**src/rtl/gray_to_binary_stream.sv**
```systemverilog
// Gray-to-binary stream decoder with a single output register and an optional
// step checker that classifies each sample against the previous one.
// Build option: define GRAY2BIN_STEP_CHECK_EN to include the step tracker;
// without it dir, step_err and err_count are tied to zero.
module gray_to_binary_stream #(
    parameter int W = 4
) (
    input  logic         clk,
    input  logic         rst,
    input  logic         in_valid,
    output logic         in_ready,
    input  logic [W-1:0] gray_in,
    output logic         out_valid,
    input  logic         out_ready,
    output logic [W-1:0] bin_out,
    output logic [1:0]   dir,
    output logic         step_err,
    output logic [7:0]   err_count
);

    logic [W-1:0] bin_dec;
    logic         xfer;
    logic [1:0]   dir_nxt;
    logic         err_nxt;

    assign in_ready = !out_valid || out_ready;
    assign xfer     = in_valid && in_ready;

    // Gray decode: each binary bit is the XOR of all Gray bits at or above it.
    always_comb begin
        bin_dec        = '0;
        bin_dec[W-1]   = gray_in[W-1];
        for (int unsigned k = 1; k < W; k++) begin
            bin_dec[W-1-k] = bin_dec[W-k] ^ gray_in[W-1-k];
        end
    end

`ifdef GRAY2BIN_STEP_CHECK_EN
    typedef enum logic {EMPTY, TRACK} track_state_t;

    track_state_t state, state_nxt;
    logic [W-1:0] prev_gray;
    logic [W-1:0] prev_bin;
    logic [W-1:0] diff;
    logic [4:0]   step_bits;
    logic [7:0]   err_cnt_q;

    // Tracker next state and step classification of the incoming sample.
    always_comb begin
        state_nxt = state;
        dir_nxt   = 2'b00;
        err_nxt   = 1'b0;
        diff      = gray_in ^ prev_gray;
        step_bits = '0;
        for (int unsigned k = 0; k < W; k++) begin
            step_bits = step_bits + {4'b0000, diff[k]};
        end
        if (xfer) begin
            state_nxt = TRACK;
        end
        if (state == TRACK) begin
            if (step_bits == 5'd0) begin
                dir_nxt = 2'b00;
            end else if (step_bits == 5'd1) begin
                // A single Gray bit flip that is not +/-1 in binary is still
                // classed illegal, but it is not a multi-bit step error.
                if (bin_dec == prev_bin + W'(1)) begin
                    dir_nxt = 2'b01;
                end else if (bin_dec == prev_bin - W'(1)) begin
                    dir_nxt = 2'b10;
                end else begin
                    dir_nxt = 2'b11;
                end
            end else begin
                dir_nxt = 2'b11;
                err_nxt = 1'b1;
            end
        end
    end

    // Tracker state, previous sample and saturating error count.
    always_ff @(posedge clk) begin
        if (rst) begin
            state     <= EMPTY;
            prev_gray <= '0;
            prev_bin  <= '0;
            err_cnt_q <= '0;
        end else if (xfer) begin
            state     <= state_nxt;
            prev_gray <= gray_in;
            prev_bin  <= bin_dec;
            if (err_nxt && err_cnt_q != 8'hFF) begin
                err_cnt_q <= err_cnt_q + 8'd1;
            end
        end
    end

    assign err_count = err_cnt_q;
`else
    assign dir_nxt   = 2'b00;
    assign err_nxt   = 1'b0;
    assign err_count = '0;
`endif

    // Output register: load on transfer, drain when the sink takes it.
    always_ff @(posedge clk) begin
        if (rst) begin
            out_valid <= 1'b0;
            bin_out   <= '0;
            dir       <= 2'b00;
            step_err  <= 1'b0;
        end else if (xfer) begin
            out_valid <= 1'b1;
            bin_out   <= bin_dec;
            dir       <= dir_nxt;
            step_err  <= err_nxt;
        end else if (out_ready) begin
            out_valid <= 1'b0;
        end
    end

endmodule
```
**config.mk**
```make
export PLATFORM = sky130hd
export DESIGN_NAME = gray_to_binary_stream
export DESIGN_NICKNAME = d
export VERILOG_FILES = /design/src/rtl/gray_to_binary_stream.sv
export SDC_FILE = /design/constraint.sdc
export NUM_CORES = 1
export LEC_CHECK = 0
export CAP_MARGIN = 25
export CORE_AREA = 2 2 39 41
export CTS_CLUSTER_DIAMETER = 80
export DETAILED_ROUTE_END_ITERATION = 16
export DIE_AREA = 0 0 41 43
export DONT_BUFFER_PORTS = 1
export PLACE_DENSITY = 0.41
export SYNTH_ARGS = -nofsm -noshare
export SYNTH_HDL_FRONTEND = slang
export SYNTH_SLANG_ARGS = --single-unit
export TNS_END_PERCENT = 5
```
**constraint.sdc**
```tcl
create_clock -name clk -period 1.3 [get_ports clk]
set_clock_uncertainty 0.15 [all_clocks]
set_input_delay 0.26 -clock clk [delete_from_list [all_inputs] [get_ports clk]]
set_output_delay 0.26 -clock clk [all_outputs]
set_load 0.01 [all_outputs]
```
==> results of run 1 <==
==> routing by layer <==
metal / wire, um / GRT usage / vias to the layer above / part of all wire
li1: - / - / 116 / -
met1: 230 / 0.0909 / 106 / 0.37
met2: 271 / 0.106 / 20 / 0.44
met3: 117 / 0.0890 / 0 / 0.19
met4: 0 / 0.0200 / 0 / 0
met5: 0 / 0 / - / 0
==> sequential cells by signal (all words and copies together), names as in the netlist <==
signal,flops
bin_out,4
out_valid,1
==> cell type report <==
cell class	instances	area, um2
tap	16	20.0
inverter	2	10.0
sequential	5	101
multi-input combinational	26	180
timing repair buffer	8	68.8
clock buffer	4	26.3
fill	153	977
==> synthesized netlist by cell type <==
cell and count:
conb_1 1, a21oi_1 5, nor2b_1 1, dfxtp_1 5, o21ai_0 2, buf_4 11, xor3_2 1, nand3_1 2
inv_1 1, a311oi_1 2, clkinv_1 1, xnor2_1 2
==> worst max-delay path, delay by kind of cell, from the launching register on <==
family	cells	cell delay, ns
buf+inv	2	0.16
simple gates	1	0.17
flops	1	0.32
==> where the power goes <==
part	leakage, uW	switching [uW]	internal, uW	total [uW]
Combinational	0.000124	44.5	47.3	91.8
Sequential	0.0000417	13.5	167	180
Clock	0.0000150	68.1	116	184
Total	0.000180	126	330	457
==> cells in the final DEF (no fill, tap or decap), types with 2 or more instances in the layout <==
| cell | count |
|---|---|
| conb_1 | 11 |
| buf_4 | 5 |
| dfxtp_1 | 4 |
| a21oi_1 | 3 |
| clkbuf_4 | 3 |
| nand3_1 | 2 |
| o21ai_0 | 2 |
| xnor2_1 | 2 |
| a21oi_2 | 2 |
| a311oi_2 | 2 |
| dlygate4sd3_1 | 2 |
==> worst paths after layout <==
path                      startpoint                      end  cells after the start
max           out_valid$_SDFFE_PP0P_                 in_ready                      3
min                       gray_in[3]  bin_out[3]$_SDFFE_PP0P_                      2
max reg2reg   out_valid$_SDFFE_PP0P_  bin_out[0]$_SDFFE_PP0P_                      6
min reg2reg  bin_out[3]$_SDFFE_PP0P_  bin_out[3]$_SDFFE_PP0P_                      2
==> metrics by stage <==
stage	setup TNS (ns)	instances	power, uW	utilization	instance area [um2]
6_report	0	61	457	0.294	407
5_1_grt	-0.0330	61	485	0.294	407
4_1_cts	-0.0425	60	454	0.278	385
3_5_place_dp	-0.0845	52	247	0.219	303
3_3_place_gp	-0.0922	52	246	0.219	303
2_1_floorplan	0	44	257	-	343
==> cells by family (layout without fill, tap and decap cells) <==
kind of cell,Yosys count,after routing
other cells,1,11
flops,5,5
xor+xnor,3,3
compound gates,9,9
simple gates,3,3
buf+inv,13,14
==> timing repair <==
item                       CTS  global route
hold endpoints to repair     5             0
setup endpoints to repair    3             5
hold buffers                 2             0
pin swaps                    2             4
resized for setup            7             3
buffers inserted             2             1
==> results.json, run 1 <==
{
  "min_period_ns": 1.30,
  "clockBufferDepth": 2,
  "peakVddDrop_mv": 0.667,
  "slew_violations": 0,
  "hp-class": "input pin to flip-flop",
  "synthTopCellsByArea": "dfxtp_1 (33%), buf_4 (27%), a21oi_1 (8.2%)",
  "worst-r2r-setup-slack_ns": 0.03,
  "synth_top_area_frac": 0.328,
  "path_cells": "nor2b_4 > inv_4 > buf_6",
  "yosys_register_bits": 5,
  "grt_pass1_vias": 233,
  "cp-start-kind": "flip-flop",
  "drt_first_pass_iters": 2,
  "p_leak_uw": 0.000180,
  "wl_per_cell_um": 10.1,
  "row_count": 14,
  "synth.mux.area_fraction": 0,
  "worstPathRequired_ns": 0.89,
  "num_vias": 242,
  "clk_pin_slew_ns": 0.05,
  "ys_warn_count": 0,
  "nNetsFinal": 54,
  "cts_tree": "built",
  "die-width_um": 41,
  "place.gp.congestion": 0.655,
  "outcome": "complete, no violations",
  "slowest_delay_ns": 0.32,
  "drc_errors": 0,
  "period_share": 0.999,
  "whs_ns": 0.0207,
  "drv_cap": 0,
  "grt_start_max_net_pins": 8,
  "rsz0062_at_grt": "yes",
  "syn_avg_cell_area_um2": 8.98,
  "overflow": 0,
  "grt_pass1_wl_um": 924,
  "wl_um": 619,
  "synth-simple-area-share": 0.0533,
  "critPathMaxFanout": 2,
  "place_ws_ns": -0.0713,
  "synth_adder_area_share": 0,
  "coreArea_um2": 1380,
  "synth.distinct_cells": 12,
  "synth_area_um2": 305,
  "drive_gt1_frac": 0.378,
  "clkSinkCount": 5,
  "power_density_nw_per_um2": 1120,
  "viasPerCell": 3.97,
  "synth-xor-area-share": 0.139,
  "cp-end-kind": "output pin",
  "fp.dieArea_um2": 1760,
  "io_buffers": 0,
  "start_util": 0.221,
  "synth.largest_area_cell": "dfxtp_1",
  "synth_cells": 34,
  "antenna_found_initial": 0,
  "path_class": "flip-flop to output pin",
  "setup_violations": 0,
  "synth_top_family_by_area": "buffers and inverters",
  "critPathArrivalTime_ns": 0.89,
  "hold_viol_final": 0,
  "fmax_mhz": 770,
  "fin_ws_ns": 0.000896,
  "cpMaxStageDelayCell": "dfxtp_2",
  "area_growth_syn_to_layout_pct": 33.2,
  "ios": 25,
  "drt_iter0_markers": 1,
  "die_h_um": 43,
  "cts-buffers-inserted": 3,
  "synth_compound_area_frac": 0.172,
  "grt_usage": 0.0826,
  "htreeDepth": 1,
  "num_antenna_cells": 0,
  "ant_nets": 0,
  "root_buffer": "clkbuf_4",
  "detailed_place_hpwl_um": 416,
  "ys_seq_area_frac": 0.328,
  "clk_latency_ns": 0.24
}
(Power assumes the default switching activity.)
==> run 2: changes to the inputs <==
- CORE_AREA: 2 2 39 41 -> 5 5 42 44
- DIE_AREA: 0 0 41 43 -> 0 0 47 49
- RECOVER_POWER: not set -> 100
==> run 2 against run 1 <==
Effect of this change:
- global-route usage decreased by 1.6 points
- register-to-register slack improved by 0.11 ns
- worst hold slack got worse by 0.00060 ns
- power shrank 3.6%
- first-iteration DRC count rose to 3.0 times the previous value
- clock-buffer cell count stayed put
- final cell count unchanged
- critical path type unchanged
- largest power group is now sequential cells
==> results.json, run 2 (same netlist as run 1, synthesis figures left out) <==
{
  "outcome": "complete, no violations",
  "wl_per_cell_um": 10.8,
  "fp.dieArea_um2": 2300,
  "seqCellArea_um2": 101,
  "die_h_um": 49,
  "hold_viol_final": 0,
  "clk_pin_slew_ns": 0.04,
  "drv_cap": 0,
  "r2r-end": "bin_out[0]$_SDFFE_PP0P_",
  "clkSinkCount": 5,
  "min_delay_path_depth": 2,
  "grt_use_met1": 0.0683,
  "fill_cells": 161,
  "critPathMaxFanout": 2,
  "setup_violations": 0,
  "cts-buffers-inserted": 3,
  "grt_pass1_wl_mm": 1.06,
  "cts_tree": "built",
  "largest_register_ffs": 4,
  "multi_input_area_um2": 160,
  "fin_util": 0.276,
  "largestRegisters": "bin_out x4, out_valid x1",
  "start_util": 0.218,
  "worstPathRequired_ns": 0.89,
  "htreeDepth": 1,
  "period_share": 0.988,
  "ant_nets": 0,
  "design_area_um2": 387,
  "slew_violations": 0,
  "clockBufferDepth": 2,
  "power_density_nw_per_um2": 1140,
  "die-width_um": 47,
  "antenna_found_initial": 0,
  "drt_iter0_markers": 3,
  "detailed_place_hpwl_um": 497,
  "min_to": "bin_out[3]$_SDFFE_PP0P_",
  "ios": 25,
  "path_class": "flip-flop to output pin",
  "rsz0062_at_grt": "yes",
  "worst-r2r-setup-slack_ns": 0.14,
  "fmax_mhz": 779,
  "clk_latency_ns": 0.24,
  "overflow": 0,
  "layout_common_cells": "conb_1 (11), a21oi_1 (5), buf_4 (5)",
  "p_total_uw": 440,
  "wl_um": 656,
  "grt_usage": 0.0662,
  "num_antenna_cells": 0,
  "row_count": 14,
  "cp-end-kind": "output pin",
  "io_buffers": 0,
  "globalRoute.busiestLayer": "met3",
  "p_leak_uw": 0.000178,
  "num_vias": 230,
  "dpl_cell_area_um2": 310,
  "drive_gt1_frac": 0.289,
  "cp-start-kind": "flip-flop",
  "viasPerCell": 3.77,
  "hold_start": "gray_in[3]",
  "drt_first_pass_iters": 2,
  "final_common_cell": "conb_1",
  "regMostFlops": "bin_out",
  "hp-class": "input pin to flip-flop",
  "root_buffer": "clkbuf_4",
  "drc_errors": 0,
  "reg2reg_from": "out_valid$_SDFFE_PP0P_",
  "nNetsFinal": 54,
  "peakVddDrop_mv": 0.572,
  "place.gp.congestion": 0.574,
  "grt_start_max_net_pins": 8,
  "use_met3": 0.0886,
  "r2r_cells": 4,
  "coreArea_um2": 1400,
  "min_period_ns": 1.28,
  "grt_pass1_vias": 247,
  "critPathArrivalTime_ns": 0.87,
  "use_met2": 0.0882,
  "area_growth_syn_to_layout_pct": 26.6
}
run 2: per-layer routing:
metal / share of wire / vias to the layer above
met3: 0.22 / 0
met1: 0.34 / 99
met4: 0 / 0
met5: 0 / -
li1: - / 114
met2: 0.44 / 17
run 2: critical path: stages, from the launching register on:
cell and delay, ns:
dfxtp_2 0.32, nor2b_4 0.16, inv_4 0.04, buf_6 0.11
run 2: final cells by class:
class / count / share of cell area
multi-input combinational: 26 / 0.414
sequential: 5 / 0.262
timing repair buffer: 8 / 0.178
clock buffer: 4 / 0.0680
tap: 16 / 0.0518
inverter: 2 / 0.0259
run 2: how the worst max path moves through the flow:
stage | startpoint | to | slack (ns) | cells after the start
final | out_valid$_SDFFE_PP0P_ | in_ready | 0.02 | 3
after detailed placement | out_valid$_SDFFE_PP0P_ | in_ready | -0.04 | 3
after CTS | out_valid$_SDFFE_PP0P_ | in_ready | -0.02 | 3
after floorplan | out_valid$_SDFFE_PP0P_ | bin_out[0]$_SDFFE_PP0P_ | 0.01 | 4
after global placement | out_valid$_SDFFE_PP0P_ | in_ready | -0.03 | 3
after global routing | out_valid$_SDFFE_PP0P_ | in_ready | -0.04 | 3
run 2: power breakdown:
part           switching, uW  internal [uW]
Clock                   61.7            116
Sequential              12.6            167
Combinational           39.6           43.0
Total                    114            326
run 2: repair_timing:
item                                    CTS  global route
gates resized for setup                   5             1
endpoints found under the setup margin    1             2
buffers inserted                          2             0
hold buffers                              2             0
endpoints found under the hold margin     5             0
gates cloned                              0             0
pin swaps                                 0             1
run 2: metrics by stage:
stage / cells / worst slack (ns) / hold slack (ns) / TNS, ns
floorplan: 44 / 0.0107 / 0.179 / 0
global placement: 53 / -0.0327 / 0.184 / -0.0614
global route: 61 / -0.0368 / 0.0307 / -0.0368
finish: 61 / 0.0162 / 0.0201 / 0
CTS: 61 / -0.0171 / 0.0170 / -0.0171
detailed placement: 53 / -0.0436 / 0.181 / -0.0571
==> run 3: changes to the inputs <==
- clock period: 1.3 -> 1.05 ns (I/O delays scaled with it)
==> run 3 against run 2 <==
Effect of this change:
- the flow now finishes with violations (setup timing)
- global-route usage decreased by 0.56 points
- worst setup slack got worse by 0.21 ns
- die area unchanged
- sequential share of layout area decreased by 1.5 points
- largest power group unchanged
- highest routed layer is now met4
==> results.json, run 3 (same netlist as run 1, synthesis figures left out) <==
{
  "start_util": 0.218,
  "drc_errors": 0,
  "setup_violations": 5,
  "overflow": 0,
  "cpMaxStageDelayCell": "dfxtp_2",
  "critPathMaxFanout": 2,
  "num_antenna_cells": 0,
  "critPathArrivalTime_ns": 0.89,
  "cts-buffers-inserted": 3,
  "hp-class": "input pin to flip-flop",
  "hold_start": "in_valid",
  "clockBufferDepth": 2,
  "wl_um": 678,
  "clk_pin_slew_ns": 0.04,
  "root_buffer": "clkbuf_4",
  "dpl_cell_area_um2": 314,
  "coreArea_um2": 1400,
  "nNetsFinal": 55,
  "area_growth_syn_to_layout_pct": 37.7,
  "worstPathRequired_ns": 0.69,
  "htreeDepth": 1,
  "place.gp.congestion": 0.696,
  "place_ws_ns": -0.198,
  "drive_gt1_frac": 0.391,
  "worst-r2r-setup-slack_ns": -0.13,
  "die_h_um": 49,
  "clk_latency_ns": 0.24,
  "path_delay_family": "flip-flops",
  "slowest_delay_ns": 0.32,
  "min_period_ns": 1.25,
  "power_density_nw_per_um2": 1340,
  "fin_util": 0.300,
  "design_area_um2": 420,
  "path_cells": "nor2b_4 > clkinv_2 > buf_6",
  "grt_usage": 0.0606,
  "fin_ws_ns": -0.198,
  "intPower_uw": 417,
  "rsz0062_at_grt": "yes",
  "die-width_um": 47,
  "cts_tree": "built",
  "antenna_found_initial": 0,
  "largest_register_ffs": 4,
  "cp-start-kind": "flip-flop",
  "viasPerCell": 3.94,
  "final_common_cell": "conb_1",
  "detailed_place_hpwl_um": 500,
  "min_delay_path_depth": 2,
  "peakVddDrop_mv": 0.294,
  "slew_violations": 0,
  "reg2reg_from": "out_valid$_SDFFE_PP0P_",
  "drt_iter0_markers": 5,
  "io_buffers": 0,
  "fp.dieArea_um2": 2300,
  "ios": 25,
  "p_total_uw": 565,
  "clkSinkCount": 5,
  "path_class": "flip-flop to output pin",
  "grt_start_max_net_pins": 8,
  "outcome": "finished with violations",
  "hold_viol_final": 0,
  "period_share": 1.19,
  "p_sw_frac": 0.261,
  "seqPwrFrac": 0.391,
  "whs_ns": 0.00956,
  "power_frac_comb": 0.220,
  "num_vias": 244,
  "grt_pass1_wl_um": 952,
  "min_to": "bin_out[2]$_SDFFE_PP0P_",
  "cp-end-kind": "output pin",
  "regMostFlops": "bin_out",
  "drv_cap": 0,
  "r2r_cells": 4,
  "grt_pass1_vias": 239,
  "violations": "setup timing",
  "r2r-end": "bin_out[0]$_SDFFE_PP0P_",
  "crit_buf_inv": 2,
  "fmax_mhz": 802,
  "wl_per_cell_um": 10.9,
  "drt_first_pass_iters": 4,
  "row_count": 14,
  "p_leak_uw": 0.000196,
  "p_clk_frac": 0.389,
  "ant_nets": 0,
  "largestRegisters": "bin_out x4, out_valid x1",
  "net-switching-power_uw": 148,
  "critPathLaunch": "out_valid$_SDFFE_PP0P_"
}
==> run 3: cell types whose count changed in the layout (fill, tap and decap cells not counted) <==
cell            before  now
nand3_1              2    1
dfxtp_2              1    3
buf_6                1    3
dfxtp_1              4    2
dlymetal6s4s_1       0    1
buf_4                5    3
a21oi_2              0    2
inv_4                1    0
a21oi_1              5    3
clkinv_2             0    1
nand3_2              0    1
==> run 3: cell type report <==
type,count,area [um2]
multi-input cells,26,173
repair buffers,9,88.8
inverters,2,8.76
clock buffers,4,26.3
well taps,16,20.0
flip-flops and latches,5,104
fillers,162,981
==> run 3: power by group through the flow <==
stage	Combinational (uW)	Sequential, uW	Clock [uW]
2_1_floorplan	95.6	223	0
3_3_place_gp	92.7	220	0
3_5_place_dp	93.6	220	0
4_1_cts	117	219	233
5_1_grt	136	222	244
6_report	124	221	220
==> run 3: worst max-delay path by stage <==
stage / end / slack, ns / cells past startpoint
floorplan: bin_out[0]$_SDFFE_PP0P_ / -0.12 / 3
global placement: bin_out[0]$_SDFFE_PP0P_ / -0.16 / 3
global route: in_ready / -0.24 / 3
detailed placement: bin_out[0]$_SDFFE_PP0P_ / -0.20 / 3
CTS: in_ready / -0.20 / 3
finish: in_ready / -0.20 / 3
==> run 3: per-layer routing <==
layer / vias up / GRT usage / wire, um
met5: - / 0 / 0
met3: 2 / 0.0369 / 136
li1: 116 / - / -
met4: 0 / 0.0553 / 10
met1: 107 / 0.0684 / 234
met2: 19 / 0.0747 / 297
==> run 3: timing repair <==
item	in CTS	in global routing
hold buffers	3	0
endpoints found under the setup margin	7	8
endpoints found under the hold margin	5	0
resized for setup	5	6
pin swaps	1	0
setup buffers	2	0
==> run 3: metrics by stage <==
stage,TNS (ns),instances
floorplan,-0.308,44
global placement,-0.403,53
detailed placement,-0.418,53
CTS,-0.756,62
global route,-0.845,62
finish,-0.530,62
